<file path="config.mk">
export PLATFORM = sky130hd
export DESIGN_NAME = arm_instr_sequencer
export DESIGN_NICKNAME = d
export VERILOG_FILES = /design/src/rtl/arm_seq_pkg.sv /design/src/rtl/blk_reg_picker.sv /design/src/rtl/arm_instr_sequencer.sv
export SDC_FILE = /design/constraint.sdc
export NUM_CORES = 1
export LEC_CHECK = 0
export CAP_MARGIN = 20
export CORE_MARGIN = 1
export CORE_UTILIZATION = 51
export CTS_CLUSTER_SIZE = 16
export DETAILED_ROUTE_END_ITERATION = 12
export DONT_BUFFER_PORTS = 1
export GPL_ROUTABILITY_DRIVEN = 0
export PLACE_DENSITY = 0.69
export SKIP_CTS_REPAIR_TIMING = 1
export SYNTH_ARGS = -nofsm -noshare
export SYNTH_HDL_FRONTEND = slang
export SYNTH_SLANG_ARGS = --single-unit
</file>
<file path="constraint.sdc">
create_clock -name clk -period 2.4 [get_ports clk]
set_clock_uncertainty 0.2 [all_clocks]
set_input_delay 0.36 -clock clk [delete_from_list [all_inputs] [get_ports clk]]
set_output_delay 0.36 -clock clk [all_outputs]
set_load 0.01 [all_outputs]
</file>
<file path="src/rtl/arm_seq_pkg.sv">
// rtl/arm_seq_pkg.sv - class codes, state encoding and opcode bit positions for the instruction sequencer
package arm_seq_pkg;

  localparam logic [3:0] CLS_INVALID = 4'd0;
  localparam logic [3:0] CLS_MUL     = 4'd1;
  localparam logic [3:0] CLS_MULL    = 4'd2;
  localparam logic [3:0] CLS_SWP     = 4'd3;
  localparam logic [3:0] CLS_HW_REG  = 4'd4;
  localparam logic [3:0] CLS_HW_IMM  = 4'd5;
  localparam logic [3:0] CLS_SDT     = 4'd6;
  localparam logic [3:0] CLS_DP_REG  = 4'd7;
  localparam logic [3:0] CLS_LDST    = 4'd8;
  localparam logic [3:0] CLS_BLK     = 4'd9;
  localparam logic [3:0] CLS_BR      = 4'd10;
  localparam logic [3:0] CLS_DP_IMM  = 4'd11;

  localparam int BIT_L    = 20;
  localparam int BIT_W    = 21;
  localparam int BIT_B    = 22;
  localparam int BIT_P    = 24;
  localparam int BIT_LINK = 24;

  typedef enum logic [3:0] {
    IDLE, DECODE, EXEC, ADDR, MEM, SWP_RD, SWP_WR, BLOCK, WB, BRANCH, FLUSH
  } seq_state_t;

  // Classes 0 and 12-15 all trap as undefined.
  function automatic logic is_invalid(input logic [3:0] cls);
    return (cls == CLS_INVALID) || (cls >= 4'd12);
  endfunction

endpackage

</file>
<file path="src/rtl/blk_reg_picker.sv">
// rtl/blk_reg_picker.sv - lowest-set-bit priority encoder over a 16-bit register list
module blk_reg_picker (
  input  logic [15:0] list,
  output logic [3:0]  idx,
  output logic        empty
);

  always_comb begin
    idx = 4'd0;
    for (int i = 15; i >= 0; i--) begin
      if (list[i]) idx = i[3:0];
    end
    empty = (list == 16'd0);
  end

endmodule

</file>
<file path="src/rtl/arm_instr_sequencer.sv">
// rtl/arm_instr_sequencer.sv - multi-cycle fetch-to-datapath control FSM; SEQ_PERF_CNT_EN adds perf counters
module arm_instr_sequencer
  import arm_seq_pkg::*;
#(
  parameter int MUL_CYCLES = 2,
  parameter int MULL_EXTRA = 1
) (
  input  logic        clk,
  input  logic        rst,
  input  logic        instr_valid,
  output logic        instr_ready,
  input  logic [31:0] opcode,
  input  logic [3:0]  dec_class,
  input  logic        cond_pass,
  output logic        mem_req,
  output logic        mem_we,
  output logic        mem_byte,
  input  logic        mem_ready,
  output logic [3:0]  blk_reg_idx,
  output logic        alu_en,
  output logic        reg_we,
  output logic        base_we,
  output logic        pc_we,
  output logic        link_we,
  output logic        retire,
  output logic        undef,
  output logic        busy
`ifdef SEQ_PERF_CNT_EN
  ,
  output logic [31:0] perf_retired,
  output logic [31:0] perf_stall
`endif
);

  localparam logic [7:0] MUL_LOAD  = 8'(MUL_CYCLES - 1);
  localparam logic [7:0] MULL_LOAD = 8'(MUL_CYCLES + MULL_EXTRA - 1);

  seq_state_t  state_q, state_d;
  logic [31:0] op_q;
  logic [3:0]  cls_q;
  logic [7:0]  cnt_q;
  logic [15:0] rem_q;
  logic [3:0]  blk_idx;
  logic        blk_empty;
  logic        last_beat;
  logic        unused_op_bits;

  assign unused_op_bits = ^{op_q[31:25], op_q[19:16]};

  blk_reg_picker u_picker (
    .list  (rem_q),
    .idx   (blk_idx),
    .empty (blk_empty)
  );

  assign last_beat = ((rem_q & (rem_q - 16'd1)) == 16'd0);

  always_ff @(posedge clk) begin
    if (rst) state_q <= IDLE;
    else     state_q <= state_d;
  end

  always_ff @(posedge clk) begin
    if (rst) begin
      op_q  <= 32'd0;
      cls_q <= 4'd0;
      cnt_q <= 8'd0;
      rem_q <= 16'd0;
    end else begin
      if (state_q == IDLE && instr_valid) begin
        op_q  <= opcode;
        cls_q <= dec_class;
      end
      if (state_q == DECODE) begin
        cnt_q <= (cls_q == CLS_MUL) ? MUL_LOAD : (cls_q == CLS_MULL) ? MULL_LOAD : 8'd0;
        rem_q <= op_q[15:0];
      end else if (state_q == EXEC && cnt_q != 8'd0) begin
        cnt_q <= cnt_q - 8'd1;
      end else if (state_q == BLOCK && mem_ready) begin
        rem_q <= rem_q & ~(16'd1 << blk_idx);
      end
    end
  end

  always_comb begin
    state_d = state_q;
    case (state_q)
      IDLE:   if (instr_valid) state_d = DECODE;
      DECODE: begin
        if (!cond_pass) state_d = IDLE;
        else begin
          case (cls_q)
            CLS_DP_REG, CLS_DP_IMM, CLS_MUL, CLS_MULL:  state_d = EXEC;
            CLS_HW_REG, CLS_HW_IMM, CLS_SDT, CLS_LDST:  state_d = ADDR;
            CLS_SWP: state_d = SWP_RD;
            CLS_BLK: state_d = (op_q[15:0] == 16'd0) ? WB : BLOCK;
            CLS_BR:  state_d = BRANCH;
            default: state_d = IDLE;
          endcase
        end
      end
      EXEC:   if (cnt_q == 8'd0) state_d = WB;
      ADDR:   state_d = MEM;
      MEM:    if (mem_ready) state_d = WB;
      SWP_RD: if (mem_ready) state_d = SWP_WR;
      SWP_WR: if (mem_ready) state_d = WB;
      BLOCK:  if (blk_empty || (mem_ready && last_beat)) state_d = WB;
      WB:     state_d = IDLE;
      BRANCH: state_d = FLUSH;
      FLUSH:  state_d = IDLE;
      default: state_d = IDLE;
    endcase
  end

  always_comb begin
    instr_ready = 1'b0;
    mem_req     = 1'b0;
    mem_we      = 1'b0;
    mem_byte    = 1'b0;
    blk_reg_idx = 4'd0;
    alu_en      = 1'b0;
    reg_we      = 1'b0;
    base_we     = 1'b0;
    pc_we       = 1'b0;
    link_we     = 1'b0;
    retire      = 1'b0;
    undef       = 1'b0;
    busy        = (state_q != IDLE);
    case (state_q)
      IDLE:   instr_ready = !rst;
      DECODE: begin
        retire = !cond_pass || is_invalid(cls_q);
        undef  = cond_pass && is_invalid(cls_q);
      end
      EXEC, ADDR: alu_en = 1'b1;
      MEM: begin
        mem_req  = 1'b1;
        mem_we   = !op_q[BIT_L];
        mem_byte = op_q[BIT_B] && (cls_q == CLS_LDST);
      end
      SWP_RD: begin
        mem_req  = 1'b1;
        mem_byte = op_q[BIT_B];
      end
      SWP_WR: begin
        mem_req  = 1'b1;
        mem_we   = 1'b1;
        mem_byte = op_q[BIT_B];
      end
      BLOCK: begin
        mem_req     = !blk_empty;
        mem_we      = !blk_empty && !op_q[BIT_L];
        blk_reg_idx = blk_idx;
      end
      WB: begin
        retire = 1'b1;
        case (cls_q)
          CLS_DP_REG, CLS_DP_IMM:     reg_we = (op_q[24:23] != 2'b10);
          CLS_MUL, CLS_MULL, CLS_SWP: reg_we = 1'b1;
          CLS_HW_REG, CLS_HW_IMM, CLS_SDT, CLS_LDST, CLS_BLK: begin
            reg_we  = op_q[BIT_L];
            base_we = op_q[BIT_W] || !op_q[BIT_P];
          end
          default: ;
        endcase
      end
      BRANCH: begin
        pc_we   = 1'b1;
        link_we = op_q[BIT_LINK];
      end
      FLUSH:  retire = 1'b1;
      default: ;
    endcase
  end

`ifdef SEQ_PERF_CNT_EN
  always_ff @(posedge clk) begin
    if (rst) begin
      perf_retired <= 32'd0;
      perf_stall   <= 32'd0;
    end else begin
      if (retire)                perf_retired <= perf_retired + 32'd1;
      if (mem_req && !mem_ready) perf_stall   <= perf_stall + 32'd1;
    end
  end
`endif

endmodule

</file>
Yosys cells after proc, flatten, opt, wreduce, memory -nomap -nowiden. Cells that the tools add are included.

Add/subtract/negate cells: 2. Multiply operators: 0. Divide/modulo/power cells: 0. $lt $le $gt $ge: 1. Equal/unequal tests: 28. Shift operators: 1. Multiplexer cells: 46. Bitwise gates (word level): 3. Reductions and logical operators: 38.

Operator list (count): 4-bit two-way mux (24); 16-bit zero test (3); 16-bit two-way mux (3); 16-bit AND (2); 4-bit by 3-bit == test with 1-bit output (second input constant) (8); 4-bit one-hot mux with 8 select lines (1); 4-bit == test (second input constant) (7); 4-bit one-hot mux with 5 select lines (1); 4-bit by 2-bit == test with 1-bit output (second input constant) (4); 8-bit two-way mux (2); 16-bit inverter (1); 1-bit by 4-bit left shift with 16-bit output (first input constant) (1); 16-bit by 1-bit subtractor with 16-bit output (second input constant) (1); 2-bit OR reduction (5); 4-bit by 1-bit == test with 1-bit output (second input constant) (2); 4-bit zero test (2); 8-bit zero test (1); 1-bit two-way mux (8); 2-bit inequality test (second input constant) (4); 8-bit nonzero test (1); 4-bit OR reduction (2); 8-bit by 1-bit subtractor with 8-bit output (second input constant) (1); 1-bit logical AND (7); 2-bit by 1-bit inequality test with 1-bit output (second input constant) (3); 12 further kinds (25).

Flip-flop bits (word level): 57. Latch bits: 0. Memory bits (writable): 0. Memory bits (read-only): 0. Input port bits: 41. Output and inout bits: 16. Word-level logic and storage cells: 124. Memories: 0.

Depth between registers and ports, before layout. Gate-level depths: netlist of the first run.

Depth in word-level cells: 22. Gate-level depth with buffers: 8. Depth with buffers taken out: 8.

Modules after synthesis. A second synthesis of the first run with hierarchy kept.

Cell total of the unflattened synthesis: 399. Area total of the unflattened synthesis: 2902.8 µm².

By module, submodules not included: arm_instr_sequencer (instances 1, cells an instance 366, area each 2717.6 µm², sequential area each 1061.0 µm²); blk_reg_picker (instances 1, cells an instance 33, area each 185.2 µm², sequential area each 0.0 µm²).

Worst setup path after synthesis of the first run. No wires, ideal clock.

Path kind: register to register. Start point: reg cnt_q[0]. End point: reg state_q[0]. Arrival time: 2139 ps. Required time: 2054 ps. Setup slack: -86 ps. Cell stages (with the launch flop): 9. Buffers on the path: 0. Period minus slack after synthesis: 2486 ps. Cell sequence: dfxtp_1 > inv_1 > ha_1 > or4b_1 > o211ai_2 > o211ai_1 > a2111o_1 > o41ai_2 > a221oi_1.

Longest elaborated chain between the ends: 3.

RTL lines: start: declaration (RTL line arm_instr_sequencer.sv:41) `logic [7:0] cnt_q;`; start signal: assignment (RTL line arm_instr_sequencer.sv:75) `cnt_q <= (cls_q == CLS_MUL) ? MUL_LOAD : (cls_q == CLS_MULL) ? MULL_LOAD : 8'd0;`; start signal: assignment (RTL line arm_instr_sequencer.sv:78) `cnt_q <= cnt_q - 8'd1;`; 8-bit zero test (RTL line arm_instr_sequencer.sv:102) `EXEC: if (cnt_q == 8'd0) state_d = WB;`; 2-bit by 1-bit inequality test with 1-bit output (no line); 5-bit AND reduction (no line); end signal: assignment (RTL line arm_instr_sequencer.sv:60) `else state_q <= state_d;`; end: declaration (RTL line arm_instr_sequencer.sv:38) `seq_state_t state_q, state_d;`.

Every way passes these cells. A chain may end at the register's enable or synchronous reset.

Worst setup path after layout of the first run.
Start point: reg rem_q[15]. End point: out blk_reg_idx[0].

Longest elaborated chain between the ends: 17.

RTL lines: start: declaration (RTL line arm_instr_sequencer.sv:42) `logic [15:0] rem_q;`; start signal: assignment (RTL line arm_instr_sequencer.sv:76) `rem_q <= op_q[15:0];`; start signal: assignment (RTL line arm_instr_sequencer.sv:80) `rem_q <= rem_q & ~(16'd1 << blk_idx);`; 4-bit two-way mux (16 in a row) (RTL line blk_reg_picker.sv:11) `if (list[i]) idx = i[3:0];`; 4-bit two-way mux (RTL line arm_instr_sequencer.sv:129) `case (state_q)`; end: declaration (RTL line arm_instr_sequencer.sv:19) `output logic [3:0] blk_reg_idx,`.

Every way passes these cells.

==> flow_summary.yaml, run 1 <==
sta:
  finalSetupViolCount: 5
  hold_ws_ns: -0.0206
  finalCritPeriodShare: 1.05
  period_minus_slack_ns: 2.52
  clock.fmax_mhz: 397
  setup_slack_ns: -0.121
  hold_viol_final: 1
  tightest_slew_ns: 0.553
  grt_setup_unrepaired: "true"
  slew_viol_final: 0
  slew_headroom: 0.631
worst_setup_path:
  setup.worst_path.class: "flop to output pin"
  crit_required_ns: 1.84
  worst_setup_path_start_kind: "flop"
  path_cells: "buf_4 -> nand2b_1 -> a221oi_1 -> o41ai_2 -> buf_4 -> a21o_1 -> nor2_1"
  crit_top_cell: "buf_4"
  cp-end-kind: "output pin"
  critPathSlowestCell: "dfxtp_1"
  crit_arrival_ns: 1.96
  cp_slowest_stage_delay_ns: 0.39
  path_max_fanout: 6
clock_network:
  numCtsBuffers: 5
  cts.htree.levels: 2
  cts_tree: "done"
  cts_root_buffer: "clkbuf_8"
  cts.clk_slew.worst_paths_ns: 0.10
  cts_sinks: 53
  insertion_delay_ns: 0.31
  clk_path_buf_depth: 2
global_route:
  grt.met1_usage: 0.378
  grt_pass1_vias: 2795
  overflow: 0
  grt_max_degree: 48
  grtUsageMet3: 0.0379
  antenna_found_initial: 0
  grt-busiest-layer: "met2"
  grt_usage: 0.267
  grt_pass1_wl_um: 13200
  grt_util_met2: 0.410
route:
  drc_errors: 0
  routed_via_density: 6.11
  drt_iter0_drc: 434
  dr.pass1.iters: 5
  vias: 3238
  ant_nets: 0
  wl_per_cell_um: 15.7
  wl_um: 8310
synthesis:
  synth_area_leaders: "dfxtp_1 (35%), nand2_1 (10%), a21oi_1 (9.1%), nor2_1 (5.3%), clkbuf_1 (2.6%)"
  yosysMostFrequentCell: "nand2_1"
  synth_top_area_share: 0.350
  synth-async-reset-ratio: 0
  synth-seq-area-share: 0.350
  syn_area_mm2: 0.00303
  synth_nets: 455
  yosysUniqueCellTypes: 64
  ys_top_cells_by_count: "nand2_1 (82), a21oi_1 (55), dfxtp_1 (53), nor2_1 (43), clkbuf_1 (21)"
  netlist_instances: 412
  avgSynthCellArea_um2: 7.35
  synth-edff-count: 0
  yosysWarnings: 0
  synth-seq-cells: 53
  yosysTopAreaCell: "dfxtp_1"
  synth_top_flop_cell: "dfxtp_1"
outcome:
  violations: "negative hold slack, negative setup slack"
  status: "finished with violations"
power:
  power.net_switching_w: 0.00147
  p_int_w: 0.00192
  power.leakage_nw: 1.39
  ir_drop_mv: 0.484
  p_per_area_mw_per_mm2: 906
  p_comb_frac: 0.487
  p_seq_frac: 0.356
  pwr-share-clk: 0.157
  swShare: 0.434
cells_and_area:
  synthToLayoutAreaGrowth_pct: 23.3
  layout.cells.non_filler: 530
  layout-drive-gt1-share: 0.199
  fin_nets: 500
  diodes: 0
placed_design:
  io_buffers: 0
  place_hpwl_um: 5790
  dp_cells: 497
  dp_slack_ns: -0.114
die:
  io_pins: 57
  start_util: 0.540
  die_height_um: 79.1
  die_area_mm2: 0.00625
  core-area_mm2: 0.00561
  std_cell_rows: 27
  die_w_um: 79.1
worst_hold_path:
  hp-class: "primary input to flop"
run:
  max-cap-violations: 0
power by group through the flow:
stage          registers [W]  logic [W]  clock network, W
6_report             0.00120    0.00165          0.000531
5_1_grt              0.00123    0.00183          0.000578
4_1_cts              0.00119    0.00150          0.000542
3_5_place_dp         0.00120    0.00149                 0
3_3_place_gp         0.00120    0.00147                 0
2_1_floorplan        0.00111    0.00115                 0
per-stage QoR:
step | power (W) | hold slack (ns) | setup TNS, ns | util | area, um2
after floorplan | 0.00227 | 0.233 | 0 | - | 3040
after global placement | 0.00267 | 0.234 | -0.218 | 0.590 | 3310
after detailed placement | 0.00269 | 0.237 | -0.390 | 0.590 | 3310
after CTS | 0.00322 | -0.106 | -0.973 | 0.606 | 3400
after global routing | 0.00364 | 0.00183 | -1.10 | 0.666 | 3730
final | 0.00338 | -0.0206 | -0.463 | 0.666 | 3730
cell usage in the layout (no fill, tap or decap), types with 3 or more instances in the layout:
cell type and instances:
a211oi_1 4, a21oi_1 55, a221oi_2 3, buf_4 42, clkbuf_8 5, dfxtp_1 41
dfxtp_2 12, dlygate4sd3_1 22, inv_1 11, nand2_1 82, nand2b_1 6, nand3_1 8
nor2_1 42, nor3_1 7, nor4_1 9, nor4_4 3, o211ai_1 10, o21ai_0 12
o311ai_0 4, o311ai_1 3, or3_1 5, or4_1 4, xnor2_1 3, xor2_1 4
worst paths after layout:
path | end | start | cells after the start | slack, ns
setup reg to reg | state_q[3]$_SDFFE_PP0P_ | rem_q[8]$_SDFFE_PP0P_ | 6 | -0.11
hold reg to reg | op_q[23]$_SDFFE_PP0P_ | op_q[23]$_SDFFE_PP0P_ | 2 | 0.26
setup / recovery | blk_reg_idx[0] | rem_q[15]$_SDFFE_PP0P_ | 7 | -0.12
hold / removal | op_q[21]$_SDFFE_PP0P_ | opcode[21] | 2 | -0.02
layout make-up:
cell class / instances / area (um2)
Multi-Input combinational cell: 319 / 1870
Tap cell: 72 / 90.1
Clock buffer: 5 / 68.8
Sequential cell: 53 / 1080
Fill cell: 497 / 1870
Timing Repair Buffer: 65 / 556
Inverter: 13 / 48.8
Clock inverter: 3 / 25.0
state kept, by name, indices dropped and copies added, names as in the netlist:
signal	flops
cnt_q	8
rem_q	16
op_q	21
state_q	4
cls_q	4
cell families (layout without fill, tap and decap cells):
group / count (synthesis) / count (layout) / synth area share
AND/OR/NAND/NOR: 187 / 187 / 0.296
buffers and inverters: 40 / 86 / 0.0566
flip-flops: 53 / 53 / 0.350
XOR/XNOR: 7 / 7 / 0.0202
AO/OA/AOI/OAI: 123 / 123 / 0.269
adder cells (fa/ha/maj): 2 / 2 / 0.00826
routing by layer:
| metal | share of wire | vias up |
|---|---|---|
| li1 | - | 1561 |
| met1 | 0.45 | 1481 |
| met2 | 0.46 | 161 |
| met3 | 0.067 | 35 |
| met4 | 0.024 | 0 |
| met5 | 0 | - |
worst max-delay path: cells and delay by family, from the launching register on:
kind            cells  cell delay, ns
compound gates      3            0.63
flops               1            0.39
simple gates        2            0.30
buf+inv             2            0.33
No activity file was read; power rests on OpenSTA's default activity.
==> inputs of run 2 (changes only) <==
CTS_CLUSTER_SIZE = 30   (was 16)
==> results of run 2 <==
Same layout as run 1: the final DEF is identical, and so are final timing and power.
